`config.mk`:
```
export PLATFORM = sky130hd
export DESIGN_NAME = imm_gen_pipe
export DESIGN_NICKNAME = d
export VERILOG_FILES = /design/src/rtl/imm_pkg.sv /design/src/rtl/imm_decode.sv /design/src/rtl/imm_gen_pipe.sv
export SDC_FILE = /design/constraint.sdc
export NUM_CORES = 1
export LEC_CHECK = 0
export BUFFER_PORTS_ARGS = -buffer_cell sky130_fd_sc_hd__buf_2
export CORE_MARGIN = 1
export CORE_UTILIZATION = 56
export CTS_BUF_LIST = sky130_fd_sc_hd__clkbuf_8
export CTS_CLUSTER_DIAMETER = 150
export DETAILED_ROUTE_END_ITERATION = 10
export GPL_TIMING_DRIVEN = 0
export PLACE_DENSITY = 0.92
export RECOVER_POWER = 100
export REMOVE_ABC_BUFFERS = 1
export SYNTH_ARGS = -nofsm -noshare
export SYNTH_HDL_FRONTEND = slang
export SYNTH_SLANG_ARGS = --single-unit
export TNS_END_PERCENT = 10
```
`constraint.sdc`:
```
create_clock -name clk -period 2.9 [get_ports clk]
set_input_delay 0.145 -clock clk [delete_from_list [all_inputs] [get_ports clk]]
set_output_delay 0.145 -clock clk [all_outputs]
set_load 0.05 [all_outputs]
```
`src/rtl/imm_pkg.sv`:
```
// Shared format-select encodings and result-buffer depth for the immediate generator.
package imm_pkg;

  typedef enum logic [2:0] {
    SEL_I = 3'b000,
    SEL_S = 3'b001,
    SEL_B = 3'b010,
    SEL_U = 3'b011,
    SEL_J = 3'b100
  } sel_e;

  localparam int DEPTH = 2;

endpackage

```
`src/rtl/imm_decode.sv`:
```
// Combinational RISC-V immediate extraction; every format sign-extends from instr[31].
module imm_decode
  import imm_pkg::*;
#(
  parameter int XLEN = 32
) (
  input  logic [31:0]     instr,
  input  logic [2:0]      sel,
  output logic [XLEN-1:0] imm,
  output logic            err
);

  logic [31:0] raw;

  // Each format is first assembled as a 32-bit signed value, then widened to XLEN.
  always_comb begin
    raw = '0;
    err = 1'b0;
    case (sel)
      SEL_I:   raw = {{20{instr[31]}}, instr[31:20]};
      SEL_S:   raw = {{20{instr[31]}}, instr[31:25], instr[11:7]};
      SEL_B:   raw = {{19{instr[31]}}, instr[31], instr[7], instr[30:25], instr[11:8], 1'b0};
      SEL_U:   raw = {instr[31:12], 12'b0};
      SEL_J:   raw = {{11{instr[31]}}, instr[31], instr[19:12], instr[20], instr[30:21], 1'b0};
      default: err = 1'b1;
    endcase
  end

  assign imm = XLEN'($signed(raw));

endmodule

```
`src/rtl/imm_gen_pipe.sv`:
```
// Immediate generator with a 2-entry valid/ready result buffer (head/tail registers).
module imm_gen_pipe
  import imm_pkg::*;
#(
  parameter int XLEN = 32
) (
  input  logic            clk,
  input  logic            rst,
  input  logic            in_valid,
  output logic            in_ready,
  input  logic [31:0]     instr,
  input  logic [2:0]      sel,
  output logic            out_valid,
  input  logic            out_ready,
  output logic [XLEN-1:0] out_imm,
  output logic            out_err
);

  localparam logic [1:0] FULL = 2'(DEPTH);

  logic [XLEN-1:0] dec_imm;
  logic            dec_err;
  logic [1:0]      count;
  logic [XLEN-1:0] head_imm, tail_imm;
  logic            head_err, tail_err;
  logic [31:0]     accept_cnt;
  logic            push, pop;

  imm_decode #(.XLEN(XLEN)) u_decode (
    .instr (instr),
    .sel   (sel),
    .imm   (dec_imm),
    .err   (dec_err)
  );

  assign in_ready  = (count != FULL);
  assign out_valid = (count != 2'd0);
  assign push      = in_valid && in_ready;
  assign pop       = out_valid && out_ready;
  assign out_imm   = head_imm;
  assign out_err   = head_err;

  // Head register always holds the oldest entry, so it keeps its last value once drained.
  always_ff @(posedge clk) begin
    if (rst) begin
      count      <= 2'd0;
      head_imm   <= '0;
      head_err   <= 1'b0;
      tail_imm   <= '0;
      tail_err   <= 1'b0;
      accept_cnt <= 32'd0;
    end else begin
      if (push && !pop) begin
        count <= count + 2'd1;
        if (count == 2'd0) begin
          head_imm <= dec_imm;
          head_err <= dec_err;
        end else begin
          tail_imm <= dec_imm;
          tail_err <= dec_err;
        end
      end else if (pop && !push) begin
        count <= count - 2'd1;
        if (count == FULL) begin
          head_imm <= tail_imm;
          head_err <= tail_err;
        end
      end else if (push && pop) begin
        // Only reachable at count 1: the new entry replaces the departing head.
        head_imm <= dec_imm;
        head_err <= dec_err;
      end
      if (push) begin
        accept_cnt <= accept_cnt + 32'd1;
      end
    end
  end

endmodule

```
; Word-level counts from Yosys, hierarchy flattened
; Index checks and enable logic that the tools add are counted.
[totals]
register_bits = 68
input_bits = 39
out_inout_bits = 35
elab_cells = 45
[classes]
add_sub_neg = 2
eq_ne = 8
n_mux = 14
bitwise = 1
n_reduce_logical = 15
[op_table]
columns = cell, count
row1 = 32-bit two-way mux, 5
row2 = 32-bit one-hot mux with 5 select lines, 1
row3 = 3-bit by 2-bit == test with 1-bit output (second input constant), 2
row4 = 1-bit two-way mux, 6
row5 = 1-bit logical AND, 5
row6 = 5-bit OR reduction, 1
row7 = 2-bit two-way mux, 2
row8 = 2-bit nonzero test, 2
row9 = 3-bit by 1-bit == test with 1-bit output (second input constant), 1
row10 = 3-bit == test (second input constant), 1
row11 = 3-bit zero test, 1
row12 = 3-bit by 2-bit != test with 1-bit output (second input constant), 1
row13 = 3-bit AND reduction, 1
row14 = 3-bit nonzero test, 1
row15 = 2-bit by 1-bit adder with 2-bit output (second input constant), 1
row16 = 2-bit == test (second input constant), 1
row17 = 1-bit zero test, 2
row18 = 2-bit zero test, 1
row19 = 2-bit by 1-bit != test with 1-bit output (second input constant), 1
row20 = 2-bit != test (second input constant), 1
row21 = 2-bit AND reduction, 1
row22 = 2-bit by 1-bit subtractor with 2-bit output (second input constant), 1
row23 = 1-bit inverter, 1

; Longest topological paths before layout
[logic_depth]
word_depth = 6
ltp_mapped = 12

; By module
; A second synthesis with hierarchy kept.
[unflattened]
cells_unflattened = 413
area_unflattened_um2 = 3642.2
[modules_own_cells]
columns = module, instances, cells_per_inst, area_each_um2, seq_area_each_um2
row1 = imm_gen_pipe, 1, 319, 3096.7, 1361.3
row2 = imm_decode, 1, 94, 545.5, 0.0

; Worst setup path before layout
; OpenSTA, ideal clock, no wires.
[synth_path]
path_kind = register to register
from = reg count[1]
to = reg head_imm[20], in the netlist out_imm[20]
setup_ns = 0.117
t_arrival_ns = 2.326
required_ns = 2.783
path_slack_ns = 0.457
stages_incl_launch_ff = 12
period_less_slack_ns = 2.443
cell_sequence = dfxtp_1 -> or2b_1 -> nand2_1 -> inv_1 -> ha_1 -> buf_2 -> nor3_2 -> a21o_1 -> buf_4 -> nor2_4 -> buf_4 -> a32o_1
[synth_via]
elab_chain_len = 6
[synth_rtl]
columns = item, line
row1 = start: declaration, imm_gen_pipe.sv:23  ; logic [1:0] count;
row2 = start signal: assignment, imm_gen_pipe.sv:54  ; count <= count + 2'd1;
row3 = start signal: assignment, imm_gen_pipe.sv:63  ; count <= count - 2'd1;
row4 = 2-bit != test *, imm_gen_pipe.sv:36  ; assign in_ready = (count != FULL);
row5 = named net in_ready, imm_gen_pipe.sv:10  ; output logic in_ready,
row6 = 1-bit logical AND *, imm_gen_pipe.sv:38  ; assign push = in_valid && in_ready;
row7 = 1-bit zero test, imm_gen_pipe.sv:62  ; end else if (pop && !push) begin
row8 = 1-bit logical AND, imm_gen_pipe.sv:62
row9 = 3-bit by 2-bit != test with 1-bit output (no source line) (tied with other cells), -
row10 = 3-bit AND reduction (no source line) or 32-bit two-way mux (tied branches), -
row11 = end signal: assignment, imm_gen_pipe.sv:56  ; head_imm <= dec_imm;
row12 = end signal: assignment, imm_gen_pipe.sv:65  ; head_imm <= tail_imm;
row13 = end signal: assignment, imm_gen_pipe.sv:70  ; head_imm <= dec_imm;
row14 = end: declaration, imm_gen_pipe.sv:24  ; logic [XLEN-1:0] head_imm, tail_imm;
; Mark *: on every way through the listed nets, which the timed path passes. The rest lies on a longest branch.
; A chain may end at the register's enable or synchronous reset.

; Worst setup path in the final report
[layout_path]
from = reg count[0]
to = reg head_imm[23], in the netlist out_imm[23]
[layout_via]
elab_chain_len = 6
[layout_rtl]
columns = item, line
row1 = 2-bit != test or 2-bit nonzero test (tied branches), "imm_gen_pipe.sv:36, imm_gen_pipe.sv:37"
row2 = 1-bit logical AND (on tied branches), "imm_gen_pipe.sv:38, imm_gen_pipe.sv:39"
row3 = 1-bit zero test (on tied branches), "imm_gen_pipe.sv:62, imm_gen_pipe.sv:53"
row4 = 1-bit logical AND (on tied branches), "imm_gen_pipe.sv:62, imm_gen_pipe.sv:53"
row5 = 3-bit by 2-bit != test with 1-bit output (no source line) (tied with other cells), -
row6 = 3-bit AND reduction (no source line) or 32-bit two-way mux (tied branches), -
; Several ways; a longest one is shown, not always the timed one.

==> flow_metrics.env <==
export IMPL_yosys_warnings=0
export IMPL_drc=0
export IMPL_fp_dieW_um=80.07
export IMPL_regToRegSetupSlack_ps=150
export IMPL_timing_final_crit_share=0.9484
export IMPL_synth_top_area_cell="dfxtp_1"
export IMPL_drive_gt1_frac=0.1894
export IMPL_hold_depth=3
export IMPL_wire_per_inst_um=17.60
export IMPL_area_growth_syn_to_layout_pct=11.00
export IMPL_synth_cells=386
export IMPL_r2r_end="out_imm[23]"
export IMPL_synth_avg_cell_area_um2=8.843
export IMPL_synth_main_ff_cell="dfxtp_1"
export IMPL_cp_top_family="compound AO/OA/AOI/OAI gates"
export IMPL_fillers=505
export IMPL_worst_clock_skew_ps=4.897
export IMPL_period_minus_slack_ps=2750
export IMPL_crit_reg2reg_launch="count[0]"
export IMPL_worst_setup_path_type="reg -> reg"
export IMPL_fin_setup_tns_ps=0
export IMPL_synth_common_cells="dfxtp_1 (68), nor2_1 (60), nor3_1 (45), nand2b_1 (20), a211oi_1 (18)"
export IMPL_finalNetCount=472
export IMPL_timing_fmax_ghz=0.3636
export IMPL_port_buffers=66
export IMPL_hold_viol=0
export IMPL_dr_pass1_iters=5
export IMPL_crit_chain="or2_2 > nand2_1 > ha_1 > mux2i_2 > a21oi_4 > nor2_4 > a32o_1"
export IMPL_clock_sinks=68
export IMPL_routed_wl_um=8942
export IMPL_slew_viol_final=0
export IMPL_dieArea_um2=6411
export IMPL_grt_overflow_total=0
export IMPL_cts_tree="yes"
export IMPL_design_core_area_um2=5886
export IMPL_synth_area_top_cells="dfxtp_1 (40%), nor2_1 (6.6%), nor3_1 (6.6%)"
export IMPL_postCtsHoldBufs=0
export IMPL_min_to="tail_imm[9]"
export IMPL_crit_fanout=14
export IMPL_cap_violations=0
export IMPL_netlist_cell_type_count=48
export IMPL_rsz0062_at_grt="false"
export IMPL_slew_headroom=0.1312
export IMPL_setup_ws_ps=149.6
export IMPL_rr_worst_depth=7
export IMPL_clkTransAtPathRegs_ps=70
export IMPL_worstMarginPinSlew_ps=1303
export IMPL_gp_congestion=0.8011
export IMPL_crit_path_top_delay_cell="a21oi_4"
export IMPL_yosysMostFrequentCell="dfxtp_1"
export IMPL_start_util=0.5799
export IMPL_register_area_um2=1361
export IMPL_cts_made_buffers=9
export IMPL_cts_root_buffer="clkbuf_8"
export IMPL_ys_seq_area_frac=0.3988
export IMPL_hp_class="in -> reg"
export IMPL_ios=74
export IMPL_setup_viol=0
export IMPL_synth_edf_count=0
export IMPL_dp_hpwl_um=5299
export IMPL_antenna_left=0
export IMPL_rows=28
export IMPL_multi_input_area_um2=1869
export IMPL_synth_top_area_frac=0.3988
export IMPL_grt_pass1_vias=2947
export IMPL_status="completed"
export IMPL_powerDensity_nw_per_um2=1046
export IMPL_clk_path_buf_depth=2
export IMPL_ys_seq_elements=68
export IMPL_antenna_found_initial=0
export IMPL_dp_slack_ps=-15.22
export IMPL_grt_max_degree=68
export IMPL_drt_iter0_markers=381
export IMPL_grt_pass1_wl_um=13680
export IMPL_critical_path_arrival_ps=2990
export IMPL_min_from="instr[29]"
export IMPL_htree_levels=3
export IMPL_synth_area_um2=3413
export IMPL_synth_async_reset_ratio=0
export IMPL_start_kind="register"
export IMPL_worstSkewPairLatency_ps=350
export IMPL_required_ps=3140
export IMPL_vias=3270
export IMPL_final_util=0.6437
export IMPL_p_leak_nw=1.497
export IMPL_drt_vias_per_instance=6.437
export IMPL_cp_num_buf_inv=0
export IMPL_peakVddDrop_v=0.0007691
export IMPL_max_stage_delay_ps=520
export IMPL_cp_end_kind="register"
export IMPL_die_y_um=80.07
export IMPL_track_usage=0.2782
export IMPL_antennaDiodeCount=0
[cells in the final DEF (no fill, tap or decap), types with 7 or more instances in the layout]
master | netlist | layout
nand2_1 | 10 | 10
dfxtp_1 | 68 | 68
clkbuf_1 | 11 | 35
nor3_1 | 45 | 45
a21o_1 | 17 | 16
a21oi_1 | 9 | 9
a31o_2 | 7 | 7
buf_2 | 13 | 31
a211oi_1 | 18 | 18
clkbuf_8 | 0 | 10
nand2b_1 | 20 | 19
nor2_1 | 60 | 59
nand3b_1 | 8 | 8
a32o_1 | 11 | 11
[worst max-delay path by stage]
| stage | to | cells after the start | slack, ps | startpoint |
|---|---|---|---|---|
| 2_1_floorplan | out_imm[10] | 8 | -370 | count[1] |
| 3_3_place_gp | out_imm[10] | 8 | -1050 | count[1] |
| 3_5_place_dp | out_imm[23] | 7 | -20 | count[0] |
| 4_1_cts | out_imm[24] | 8 | 50 | count[1] |
| 5_1_grt | out_imm[17] | 7 | 30 | count[1] |
| 6_report | out_imm[23] | 7 | 150 | count[0] |
[worst reg2reg max path: stages (launching register included)]
cell and delay, ps:
dfxtp_1 390, or2_2 340, nand2_1 130, ha_1 510
mux2i_2 250, a21oi_4 520, nor2_4 170, a32o_1 330
[report_power, final]
| group | internal (W) | leakage, nW | switching (W) |
|---|---|---|---|
| Combinational | 0.000490 | 0.848 | 0.00139 |
| Sequential | 0.00123 | 0.557 | 0.000171 |
| Clock | 0.000324 | 0.0917 | 0.000360 |
[cells by family (layout without fill, tap and decap cells)]
| logic type | after synthesis | in the layout | synth area share |
|---|---|---|---|
| xor gates and xnor gates | 4 | 4 | 0.01027 |
| buffers and inverters | 39 | 84 | 0.06635 |
| muxes | 2 | 2 | 0.006964 |
| and+or+nand+nor | 167 | 168 | 0.2526 |
| DFF | 68 | 68 | 0.3988 |
| AOI/OAI and AO/OA | 101 | 102 | 0.2463 |
| adders and majority gates | 5 | 5 | 0.01869 |
[metrics by stage]
step | hold WS [ps] | std cells | cell area [um^2] | power (W)
after global placement | 443.0 | 491 | 3622 | 0.003193
after floorplan | 214.1 | 350 | 3198 | 0.002805
final | 103.4 | 508 | 3789 | 0.003963
after global routing | 117.8 | 508 | 3789 | 0.004162
after detailed placement | 447.1 | 491 | 3637 | 0.003267
after CTS | 92.21 | 507 | 3812 | 0.003964
[routing by layer]
metal  GRT usage  routed length (um)  vias to the layer above
met5           0                   0                        -
met4      0.1375                 229                        0
met3     0.05000                 719                       29
met2      0.4573                4291                      176
met1      0.3496                3701                     1571
li1            -                   -                     1494
[state kept, by name, summed over array words and instances (netlist names)]
register / cells
tail_imm: 32
out_err: 1
out_imm: 32
tail_err: 1
count: 2
[cell type report]
| class | instances | share of cell area |
|---|---|---|
| Multi-Input combinational cell | 281 | 0.4934 |
| Sequential cell | 68 | 0.3593 |
| Timing Repair Buffer | 66 | 0.07563 |
| Clock buffer | 10 | 0.03633 |
| Tap cell | 75 | 0.02477 |
| Clock inverter | 5 | 0.007596 |
| Inverter | 3 | 0.002972 |
[repair_timing]
action / CTS / global route
gates resized for setup: 0 / 5
pin swaps: 1 / 0
setup endpoints to repair: 1 / 24
buffers inserted: 0 / 0
cloned: 1 / 1
No activity file was read; power rests on OpenSTA's default activity.
